**src/rtl/lut_config_loader_pkg.sv**
```systemverilog
// Shared definitions for the CLB configuration loader.
//   cfg_load_state_t : loader FSM states (IDLE, SHIFT, COMMIT, DONE)
//   PARITY_BITS      : 1 when LUT_CONFIG_LOADER_PARITY_EN is defined, else 0
//   FRAME_LEN        : serial frame length for the default LUT size
//   BIT_COUNT_W      : bit_count width for the default LUT size
//   frame_len()/count_width() : same derivations for any MEM_SIZE
// Optional feature macro: LUT_CONFIG_LOADER_PARITY_EN (trailing even-parity bit).
package clb_cfg_pkg;

    typedef enum logic [1:0] {
        IDLE   = 2'd0,
        SHIFT  = 2'd1,
        COMMIT = 2'd2,
        DONE   = 2'd3
    } cfg_load_state_t;

`ifdef LUT_CONFIG_LOADER_PARITY_EN
    localparam int PARITY_BITS = 1;
`else
    localparam int PARITY_BITS = 0;
`endif

    localparam int DEFAULT_ADDR_BITS = 4;
    localparam int DEFAULT_MEM_SIZE  = 2 ** DEFAULT_ADDR_BITS;
    localparam int FRAME_LEN         = DEFAULT_MEM_SIZE + PARITY_BITS;
    localparam int BIT_COUNT_W       = $clog2(DEFAULT_MEM_SIZE + 1);

    function automatic int frame_len(input int mem_size);
        return mem_size + PARITY_BITS;
    endfunction

    function automatic int count_width(input int n);
        return $clog2(n + 1);
    endfunction

endpackage

```
**src/rtl/lut_config_loader_shift_reg.sv**
```systemverilog
// Serial-in shift register holding the frame under assembly.
//   clk   : configuration clock
//   rst_n : synchronous active-low reset (clears contents)
//   en    : shift din into bit 0 this edge
//   din   : serial data bit
//   data  : register contents; first bit shifted in ends at data[WIDTH-1]
module cfg_shift_reg
    import clb_cfg_pkg::*;
#(
    parameter int WIDTH = DEFAULT_MEM_SIZE
) (
    input  logic             clk,
    input  logic             rst_n,
    input  logic             en,
    input  logic             din,
    output logic [WIDTH-1:0] data
);

    always_ff @(posedge clk) begin
        if (!rst_n)
            data <= '0;
        else if (en)
            data <= {data[WIDTH-2:0], din};
    end

endmodule

```
**src/rtl/lut_config_loader.sv**
```systemverilog
// Serial-to-parallel configuration loader for one SLICEM LUT latch block.
// Assembles a frame from a bit-serial stream, then presents it on config_out
// with a COMMIT_CYCLES-long cen window, followed by a one-cycle done pulse.
//   cclk, rst_n         : config clock, synchronous active-low reset
//   cfg_bit, cfg_valid  : serial input, accepted when cfg_valid & cfg_ready
//   cfg_ready           : high in IDLE/SHIFT (decoded from state)
//   clr_err             : clears sticky overrun / parity_err
//   config_out, cen     : frame and commit enable to the latch block
//   done                : one-cycle pulse after a commit
//   bit_count           : bits received in the current frame
//   overrun, parity_err : sticky error flags
// Optional feature macro: LUT_CONFIG_LOADER_PARITY_EN adds a trailing even-parity
// bit to each frame; bad frames are discarded without a commit.
module lut_config_loader
    import clb_cfg_pkg::*;
#(
    parameter int ADDR_BITS     = 4,
    parameter int MEM_SIZE      = 2 ** ADDR_BITS,
    parameter int COMMIT_CYCLES = 2
) (
    input  logic                         cclk,
    input  logic                         rst_n,
    input  logic                         cfg_bit,
    input  logic                         cfg_valid,
    output logic                         cfg_ready,
    input  logic                         clr_err,
    output logic [MEM_SIZE-1:0]          config_out,
    output logic                         cen,
    output logic                         done,
    output logic [$clog2(MEM_SIZE+1)-1:0] bit_count,
    output logic                         overrun,
    output logic                         parity_err
);

    localparam int FLEN  = frame_len(MEM_SIZE);
    localparam int CNT_W = count_width(FLEN);
    localparam int BC_W  = $clog2(MEM_SIZE + 1);
    localparam int CC_W  = 4;

    cfg_load_state_t      state, state_nx;
    logic [CNT_W-1:0]     cnt;
    logic [CC_W-1:0]      ccnt;
    logic [MEM_SIZE-1:0]  shreg;
    logic [MEM_SIZE-1:0]  frame_nx;
    logic                 accept;
    logic                 last_bit;
    logic                 shift_en;
    logic                 par_bad;

    assign cfg_ready = (state == IDLE) || (state == SHIFT);
    assign accept    = cfg_valid & cfg_ready;
    assign last_bit  = accept && (cnt == CNT_W'(FLEN - 1));
    // Only data bits enter the shift register; a trailing parity bit does not.
    assign shift_en  = accept && (cnt < CNT_W'(MEM_SIZE));

    // Frame as it will look after this edge: on the final data bit the shift
    // register has not captured it yet, so fold it in here.
    assign frame_nx  = shift_en ? {shreg[MEM_SIZE-2:0], cfg_bit} : shreg;

    cfg_shift_reg #(.WIDTH(MEM_SIZE)) u_shift (
        .clk   (cclk),
        .rst_n (rst_n),
        .en    (shift_en),
        .din   (cfg_bit),
        .data  (shreg)
    );

`ifdef LUT_CONFIG_LOADER_PARITY_EN
    logic par_acc;

    // Running XOR of the frame so far; a correct frame XORs to 0 overall.
    assign par_bad = par_acc ^ cfg_bit;

    always_ff @(posedge cclk) begin
        if (!rst_n)
            par_acc <= 1'b0;
        else if (last_bit)
            par_acc <= 1'b0;
        else if (accept)
            par_acc <= par_acc ^ cfg_bit;
    end

    always_ff @(posedge cclk) begin
        if (!rst_n)
            parity_err <= 1'b0;
        else if (last_bit && par_bad)
            parity_err <= 1'b1;
        else if (clr_err)
            parity_err <= 1'b0;
    end
`else
    assign par_bad    = 1'b0;
    assign parity_err = 1'b0;
`endif

    always_ff @(posedge cclk) begin
        if (!rst_n)
            state <= IDLE;
        else
            state <= state_nx;
    end

    always_comb begin
        state_nx = state;
        case (state)
            IDLE, SHIFT: begin
                if (last_bit)
                    state_nx = par_bad ? IDLE : COMMIT;
                else if (accept)
                    state_nx = SHIFT;
            end
            COMMIT:  if (ccnt == CC_W'(COMMIT_CYCLES - 1)) state_nx = DONE;
            DONE:    state_nx = IDLE;
            default: state_nx = IDLE;
        endcase
    end

    // cen/done are registered copies of the upcoming state so they line up
    // exactly with the COMMIT and DONE cycles.
    always_ff @(posedge cclk) begin
        if (!rst_n) begin
            cnt        <= '0;
            ccnt       <= '0;
            config_out <= '0;
            cen        <= 1'b0;
            done       <= 1'b0;
            overrun    <= 1'b0;
        end else begin
            cen  <= (state_nx == COMMIT);
            done <= (state_nx == DONE);

            if (state_nx == COMMIT && state != COMMIT)
                config_out <= frame_nx;

            if (state == COMMIT)
                ccnt <= ccnt + 1'b1;
            else
                ccnt <= '0;

            // Count holds at the frame length through COMMIT, clears in DONE.
            if (state_nx == IDLE || state_nx == DONE)
                cnt <= '0;
            else if (accept)
                cnt <= cnt + 1'b1;

            if (cfg_valid && !cfg_ready)
                overrun <= 1'b1;
            else if (clr_err)
                overrun <= 1'b0;
        end
    end

    assign bit_count = BC_W'(cnt);

endmodule

```
**config.mk**
```make
export PLATFORM = sky130hd
export DESIGN_NAME = lut_config_loader
export DESIGN_NICKNAME = d
export VERILOG_FILES = /design/src/rtl/lut_config_loader_pkg.sv /design/src/rtl/lut_config_loader_shift_reg.sv /design/src/rtl/lut_config_loader.sv
export SDC_FILE = /design/constraint.sdc
export NUM_CORES = 1
export LEC_CHECK = 0
export CORE_UTILIZATION = 50
export CTS_CLUSTER_DIAMETER = 40
export DETAILED_ROUTE_END_ITERATION = 12
export HOLD_SLACK_MARGIN = 0.03
export PLACE_DENSITY = 0.76
export SLEW_MARGIN = 5
export SYNTH_ARGS = -nofsm -noshare
export SYNTH_HDL_FRONTEND = slang
export SYNTH_SLANG_ARGS = --single-unit
```
**constraint.sdc**
```tcl
create_clock -name cclk -period 6.3 [get_ports cclk]
set_input_delay 0.63 -clock cclk [delete_from_list [all_inputs] [get_ports cclk]]
set_output_delay 0.63 -clock cclk [all_outputs]
set_load 0.01 [all_outputs]
```
# Word-level counts from Yosys, hierarchy flattened
# Cells that the tools add are included.
[classes]
n_shift = 0
div = 0
addsub = 2
n_bitwise = 2
reduce_logical = 13
eq_ne = 8
magnitude_cmp = 1
n_mul = 0
muxes = 7
[op_table]
columns = ["operator", "count"]
rows = [
  ["16-bit two-way mux", 1],
  ["2-bit equality test (second input constant)", 4],
  ["2-bit two-way mux", 3],
  ["2-bit one-hot mux with 3 select lines", 1],
  ["5-bit by 1-bit adder with 5-bit output (second input constant)", 1],
  ["5-bit by 4-bit equality test with 1-bit output (second input constant)", 1],
  ["5-bit less-than comparator (second input constant)", 1],
  ["4-bit by 1-bit adder with 4-bit output (second input constant)", 1],
  ["4-bit by 1-bit equality test with 1-bit output (second input constant)", 1],
  ["1-bit logical AND", 4],
  ["2-bit logical NOT", 2],
  ["2-bit OR reduction", 2],
  ["2-bit by 1-bit equality test with 1-bit output (second input constant)", 1],
  ["1-bit logical OR", 2],
  ["1-bit two-way mux", 2],
  ["2-bit inequality test (second input constant)", 1],
  ["2-bit AND reduction", 1],
  ["2-bit nonzero test", 1],
  ["1-bit AND", 1],
  ["1-bit logical NOT", 1],
  ["1-bit inverter", 1],
]
[word_totals]
in_bits = 5
latch_bits = 0
register_bits = 46
ram_bits = 0
rom_bits = 0
memories = 0
elab_cells = 41
out_inout_bits = 26

# Logic depth before layout (Yosys ltp)
# Gate-level depths: netlist (run 1).
[depth]
depth_word = 9
ltp_mapped = 12
mapped_depth_nobuf = 9

# Cells and area by module
# A second synthesis (run 1) with hierarchy kept.
[hier_totals]
hier_cells = 211
hier_area_um2 = 1974.4
[modules_own_cells]
columns = ["module", "n_inst", "seq_area_each_um2", "cells_each", "area_each_um2"]
rows = [
  ["lut_config_loader", 1, 600.6, 160, 1358.8],
  ["cfg_shift_reg", 1, 320.3, 51, 615.6],
]

# Worst setup path before layout (run 1)
# No wires, ideal clock.
[synth_path]
kind = "flip-flop to flip-flop"
startpoint = "register cnt[0], in the netlist bit_count[0]"
endpoint = "register config_out[10]"
path_slack_ns = 3.832
path_buffers = 3
arrival_ns = 2.387
setup_ns = 0.080
required_time_ns = 6.220
synth_period_minus_slack_ns = 2.468
path_stages_with_launch = 13
path_cell_list = "dfxtp_1 > ha_1 > and3_1 > ha_1 > and2_2 > o32ai_1 > inv_1 > ha_1 > clkbuf_1 > and2_4 > buf_6 > buf_8 > a211oi_2"
[synth_between]
elab_chain_cells = 6
word_cells_on_any_way = 9
classes_between = "1 x order compare; 2 x eq/ne; 3 x mux; 3 x reduce/logical"
[synth_lines]
columns = ["element", "line", "rtl"]
rows = [
  ["start, declared", "lut_config_loader.sv:41", "logic [CNT_W-1:0] cnt;"],
  ["start signal, assigned", "lut_config_loader.sv:144", "cnt <= cnt + 1'b1;"],
  ["5-bit by 4-bit equality test with 1-bit output", "lut_config_loader.sv:52", "assign last_bit = accept && (cnt == CNT_W'(FLEN - 1));"],
  ["1-bit logical AND", "lut_config_loader.sv:52", ""],
  ["2-bit two-way mux", "lut_config_loader.sv:107", "if (last_bit)"],
  ["2-bit one-hot mux with 3 select lines", "lut_config_loader.sv:105", "case (state)"],
  ["via state_nx[0]", "lut_config_loader.sv:40", "cfg_load_state_t state, state_nx;"],
  ["2-bit equality test", "lut_config_loader.sv:132", "if (state_nx == COMMIT && state != COMMIT)"],
  ["1-bit logical AND", "lut_config_loader.sv:132", ""],
  ["end signal, assigned", "lut_config_loader.sv:133", "config_out <= frame_nx;"],
  ["end, declared", "lut_config_loader.sv:27", "output logic [MEM_SIZE-1:0] config_out,"],
]
# The timed path passes the listed nets, and every way through them passes these cells.
# A chain may end at the register's enable or synchronous reset.

# Worst setup path in the final report (run 1)
[layout_path]
startpoint = "register cnt[0], in the netlist bit_count[0]"
endpoint = "register config_out[2]"
# Same word-level chain as after synthesis.

==> flow_summary.yaml, run 1 <==
setup_path:
  r2r_cells: 9
  cp.depth: 9
  critical_path_arrival_ns: 2.96
  endpoint_kind: "flip-flop"
  cp_common_cell: "ha_1"
  slowest_stage: "ha_1"
  crit_fanout: 18
  critical_path.cell_chain: "ha_1 -> and3_1 -> ha_1 -> and2_2 -> o32ai_1 -> inv_1 -> ha_1 -> and2_4 -> a211oi_1"
  critical_path_class: "reg2reg"
  path_buf_inv: 1
  crit_path_max_incr_delay_ns: 0.44
  startpoint_type: "flip-flop"
  worstPathRequired_ns: 6.48
  r2r_slack_ns: 3.52
  path_delay_family: "adder cells"
global_route:
  grt_usage_pct: 18.3
  gr-usage-met1_pct: 22.3
  grt_max_degree: 35
  grt_overflow: 0
  top_usage_layer: "met2"
  use_met3_pct: 4.56
  grt_antenna_before_repair: 0
  grt_pass1_wl_um: 5600
  grt_pass1_vias: 1243
  grt_use_met2_pct: 30.2
yosys:
  synthDistinctLibCells: 33
  synth_area_leaders: "dfxtp_1 50%, mux2i_1 8.6%, a211oi_2 6.7%, a21oi_1 5.1%, nor2_1 4.8%"
  netlist.area_leader.share_pct: 49.5
  postSynthAreaPerCell_um2: 10.5
  synth_area_leader_cell: "dfxtp_1"
  synth_warnings: 0
  synth_common_cells: "46 x dfxtp_1, 24 x nor2_1, 19 x a21oi_1, 16 x mux2i_1, 10 x a211oi_2"
  async_flop_share_pct: 0
  synth-edff-count: 0
  synth_flop_cell: "dfxtp_1"
  ys_seq_area_share_pct: 49.5
  synthesis.nets: 189
  synthCells: 177
  synth.most_common_cell: "dfxtp_1"
  ys_ff_latch: 46
  syn-cell-area_mm2: 0.00186
sta:
  grt_setup_unrepaired: "false"
  tightest_slew_ns: 1.01
  final.min_clock_period_ns: 2.78
  clock_skew_ns: 0.00946
  hold_viol: 0
  fmax_ghz: 0.360
  setup-violations-final: 0
  final_max_slew_viol_count: 0
  setup_slack_ns: 3.52
  fin_setup_tns_ns: 0
  slew-limit-headroom_pct: 32.6
  fin_crit_sh_pct: 44.1
  hold_slack_ns: 0.473
final_layout:
  drive_above_1_share_pct: 11.3
  fin_area_mm2: 0.00223
  multiInputGateArea_um2: 817
  stdcell_count: 249
  num-fill-cells: 292
  finalNetCount: 214
  regArea_um2: 921
  antenna_cells: 0
  area_delta_synth_final_pct: 19.7
worst_hold_path:
  min_path_cells: 2
  min_path_type: "reg2reg"
floorplanning:
  initial_core_util_pct: 54.0
  die_y_um: 63.0
  placementRows: 21
  core_area_mm2: 0.00344
  ios: 31
  die_area_mm2: 0.00397
  dieWidth_um: 63.0
routing:
  wl_um: 3330
  num_vias: 1317
  vias_per_cell: 5.29
  post-route-drc-count: 0
  drtAntennaViolNets: 0
  wl_per_cell_um: 13.4
  drt-initial-drc-count: 44
  drt-pass1-iter-count: 4
place:
  dpl_cell_area_mm2: 0.00212
  placedCellCount: 241
  hpwl_um: 2320
  gp_congestion: 0.769
  port_buffers: 29
  dp_slack_ns: 3.32
clock_network:
  clock_path_buffers: 2
  tritoncts: "built"
  cts_buffers: 5
  postCtsResizedCells: 0
  cts_root_buffer: "clkbuf_8"
  cts.sinks: 46
  clk-insertion-delay-late_ns: 0.30
  clkTransAtPathRegs_ns: 0.08
  holdBufCountCts: 0
  htree_levels: 2
  cts_setup_buffers: 0
power_and_ir_drop:
  power_density_mw_per_mm2: 240
  p_leak_nw: 0.817
  vdd_drop_max_mv: 0.131
outcome:
  status: "complete, no violations"
job:
  maxCapViolations: 0
-- logic make-up after synthesis --
kind of cell | share of synthesized area [%]
DFF | 49.5
and+or+nand+nor | 12.9
AOI/OAI and AO/OA | 15.7
buffers and inverters | 6.53
muxes | 8.61
adders and majority gates | 4.71
xor gates and xnor gates | 1.88
other | 0.202
-- stage by stage --
step,util [%],power (mW)
finish,64.7,0.534
global route,64.7,0.555
CTS,64.7,0.538
detailed placement,61.5,0.326
global placement,61.5,0.326
floorplan,-,0.321
-- worst paths after layout --
kind,from,endpoint
setup / recovery,bit_count[0],config_out[2]
hold / removal,overrun,overrun
setup reg to reg,bit_count[0],config_out[2]
hold reg to reg,overrun,overrun
-- metal layers --
layer  part of all wire, %  vias to the layer above
li1                      -                      652
met1                    46                      630
met2                    50                       28
met3                   3.2                        7
met4                   1.6                        0
met5                     0                        -
-- state kept, by name, summed over array words and instances (netlist names) --
signal	count
u_shift.data	16
state	2
overrun	1
done	1
bit_count	5
ccnt	4
config_out	16
cen	1
-- area by class of cell --
cell class	count	share of cell area, %
Clock buffer	6	3.26
Clock inverter	2	1.69
Inverter	6	1.01
Multi-Input combinational cell	113	36.7
Sequential cell	46	41.4
Tap cell	46	2.59
Timing Repair Buffer	30	13.4
-- where the power goes --
group	switching [mW]	total, mW	internal, mW	leakage [nW]
Combinational	0.0137	0.0247	0.0110	0.394
Sequential	0.00198	0.295	0.293	0.371
Clock	0.0960	0.214	0.118	0.0514
-- worst min-delay path: stages (launching register included) --
cell and delay, ns:
dfxtp_1 0.31, nand2b_1 0.06, a21oi_1 0.05
-- layout by cell type (no fill, tap or decap), types with 3 or more instances in the layout --
cell type	count
nor2_1	24
nand2b_1	3
a211oi_2	10
nand2_1	3
a211oi_1	7
and2_1	4
clkdlybuf4s50_1	29
clkbuf_8	5
mux2i_1	16
dfxtp_1	46
ha_1	7
inv_1	5
a21oi_1	19
No activity file was read; power rests on OpenSTA's default activity.
==> run 2: changes to the inputs <==
==> constraint.sdc (replaced) <==
create_clock -name cclk -period 2.8 [get_ports cclk]
set_input_delay 0.28 -clock cclk [delete_from_list [all_inputs] [get_ports cclk]]
set_output_delay 0.28 -clock cclk [all_outputs]
set_load 0.01 [all_outputs]
==> run 2 against run 1 <==
Clock skew rose by 0.00079 ns. Sequential share of layout area grew 0.093 points. Sequential cell count unchanged. Via count increased by 0.53%. Sequential power is 120% higher. Highest routed layer unchanged. Worst setup slack worse by 3.2 ns. Final cell count up 0.80%. Register-to-register slack got worse by 3.2 ns. Die area did not move. Critical endpoint is now config_out[11]. Wire length grew 6.7%. Largest cell class unchanged. Maximum frequency rose by 10%. Critical path type unchanged.
==> flow_summary.yaml, run 2 (synthesis results as in run 1) <==
outcome:
  status: "complete, no violations"
setup_path:
  critical_path.cell_chain: "ha_1 -> and3_1 -> ha_1 -> and2_2 -> o32ai_1 -> inv_1 -> ha_1 -> buf_4 -> a21oi_1 -> a211oi_2"
  r2r_end: "config_out[11]"
  r2r_cells: 10
  crit_path_max_incr_delay_ns: 0.39
  critical_path_arrival_ns: 2.70
  r2r_slack_ns: 0.28
  endpoint_kind: "flip-flop"
  critical_path_class: "reg2reg"
  worstPathRequired_ns: 2.98
  r2r-start: "bit_count[0]"
  slowest_stage: "o32ai_1"
  cp_common_cell: "ha_1"
  startpoint_type: "flip-flop"
  crit_fanout: 15
place:
  dpl_cell_area_mm2: 0.00213
  dp_slack_ns: 0.363
  port_buffers: 29
  hpwl_um: 2460
  gp_congestion: 0.787
floorplanning:
  dieWidth_um: 63.0
  initial_core_util_pct: 54.0
  core_area_mm2: 0.00344
  die_y_um: 63.0
  die_area_mm2: 0.00397
  placementRows: 21
  ios: 31
global_route:
  grt_antenna_before_repair: 0
  grt_usage_pct: 19.7
  grt_pass1_vias: 1351
  grt_pass1_wl_um: 5990
  grt_overflow: 0
  grt_max_degree: 34
sta:
  fin_setup_tns_ns: 0
  grt_setup_unrepaired: "false"
  final_max_slew_viol_count: 0
  setup-violations-final: 0
  hold_viol: 0
  final.min_clock_period_ns: 2.52
  fin_crit_sh_pct: 90.1
  hold_slack_ns: 0.469
  setup_slack_ns: 0.277
  clock_skew_ns: 0.0103
  fmax_ghz: 0.396
routing:
  drt-initial-drc-count: 70
  wl_per_cell_um: 14.2
  drt-pass1-iter-count: 4
  wl_um: 3560
  num_vias: 1324
  post-route-drc-count: 0
  vias_per_cell: 5.27
  drtAntennaViolNets: 0
clock_network:
  htree_levels: 2
  cts_setup_buffers: 0
  cts_buffers: 5
  clock_path_buffers: 2
  postCtsResizedCells: 0
  cts.sinks: 46
  clkTransAtPathRegs_ns: 0.09
  cts_root_buffer: "clkbuf_8"
  holdBufCountCts: 0
  tritoncts: "built"
  clk-insertion-delay-late_ns: 0.30
worst_hold_path:
  min_path_cells: 2
  min_path_type: "reg2reg"
  hold_end: "overrun"
  worstHoldStart: "overrun"
power_and_ir_drop:
  p_leak_nw: 0.820
  vdd_drop_max_mv: 0.370
  finalPower_mw: 1.12
  power_density_mw_per_mm2: 504
final_layout:
  area_delta_synth_final_pct: 19.4
  final_common_cell: "dfxtp_1"
  multiInputGateArea_um2: 817
  fin_area_mm2: 0.00222
  antenna_cells: 0
  regArea_um2: 921
  finalNetCount: 216
  drive_above_1_share_pct: 12.7
  final_cell_mix: "46 x dfxtp_1, 29 x clkdlybuf4s50_1, 24 x nor2_1"
  num-fill-cells: 300
job:
  maxCapViolations: 0
-- run 2: worst max-delay path by stage --
stage / from / to / slack, ns / cells after the start
floorplan: bit_count[0] / config_out[10] / 0.33 / 12
global placement: bit_count[0] / config_out[6] / 0.52 / 10
detailed placement: bit_count[0] / config_out[11] / 0.36 / 10
CTS: bit_count[0] / config_out[11] / 0.31 / 10
global route: bit_count[0] / config_out[2] / 0.20 / 10
finish: bit_count[0] / config_out[11] / 0.28 / 10
-- run 2: area by class of cell --
type	count	share of cell area [%]
sequential	46	41.5
timing repair buffer	32	14.1
clock inverter	3	0.958
tap	46	2.59
inverter	6	1.01
clock buffer	5	3.10
multi-input combinational	113	36.8
-- run 2: metal layers --
layer | share of wire, % | wire [um] | vias to the layer above | track usage [%]
li1 | - | - | 659 | -
met3 | 3.6 | 127 | 10 | 5.29
met4 | 2.6 | 91 | 0 | 11.3
met1 | 43 | 1520 | 628 | 21.7
met2 | 51 | 1820 | 27 | 33.7
met5 | 0 | 0 | - | 0
-- run 2: per-stage QoR --
step | instances | utilization, %
4_1_cts | 251 | 64.5
5_1_grt | 251 | 64.5
6_report | 251 | 64.5
3_3_place_gp | 243 | 61.9
2_1_floorplan | 177 | -
3_5_place_dp | 243 | 61.9
-- run 2: critical path: cells and delay by family, from the launching register on --
kind | cells | cell delay [ns]
compound gates | 3 | 0.66
fa+ha+maj | 3 | 0.67
buf+inv | 2 | 0.31
flops | 1 | 0.35
simple gates | 2 | 0.40
-- run 2: power breakdown --
| part | leakage, nW | internal [mW] | total, mW | switching (mW) |
|---|---|---|---|---|
| sequential | 0.371 | 0.659 | 0.663 | 0.00453 |
| combinational | 0.405 | 0.0259 | 0.0569 | 0.0311 |
| clock | 0.0441 | 0.175 | 0.400 | 0.224 |
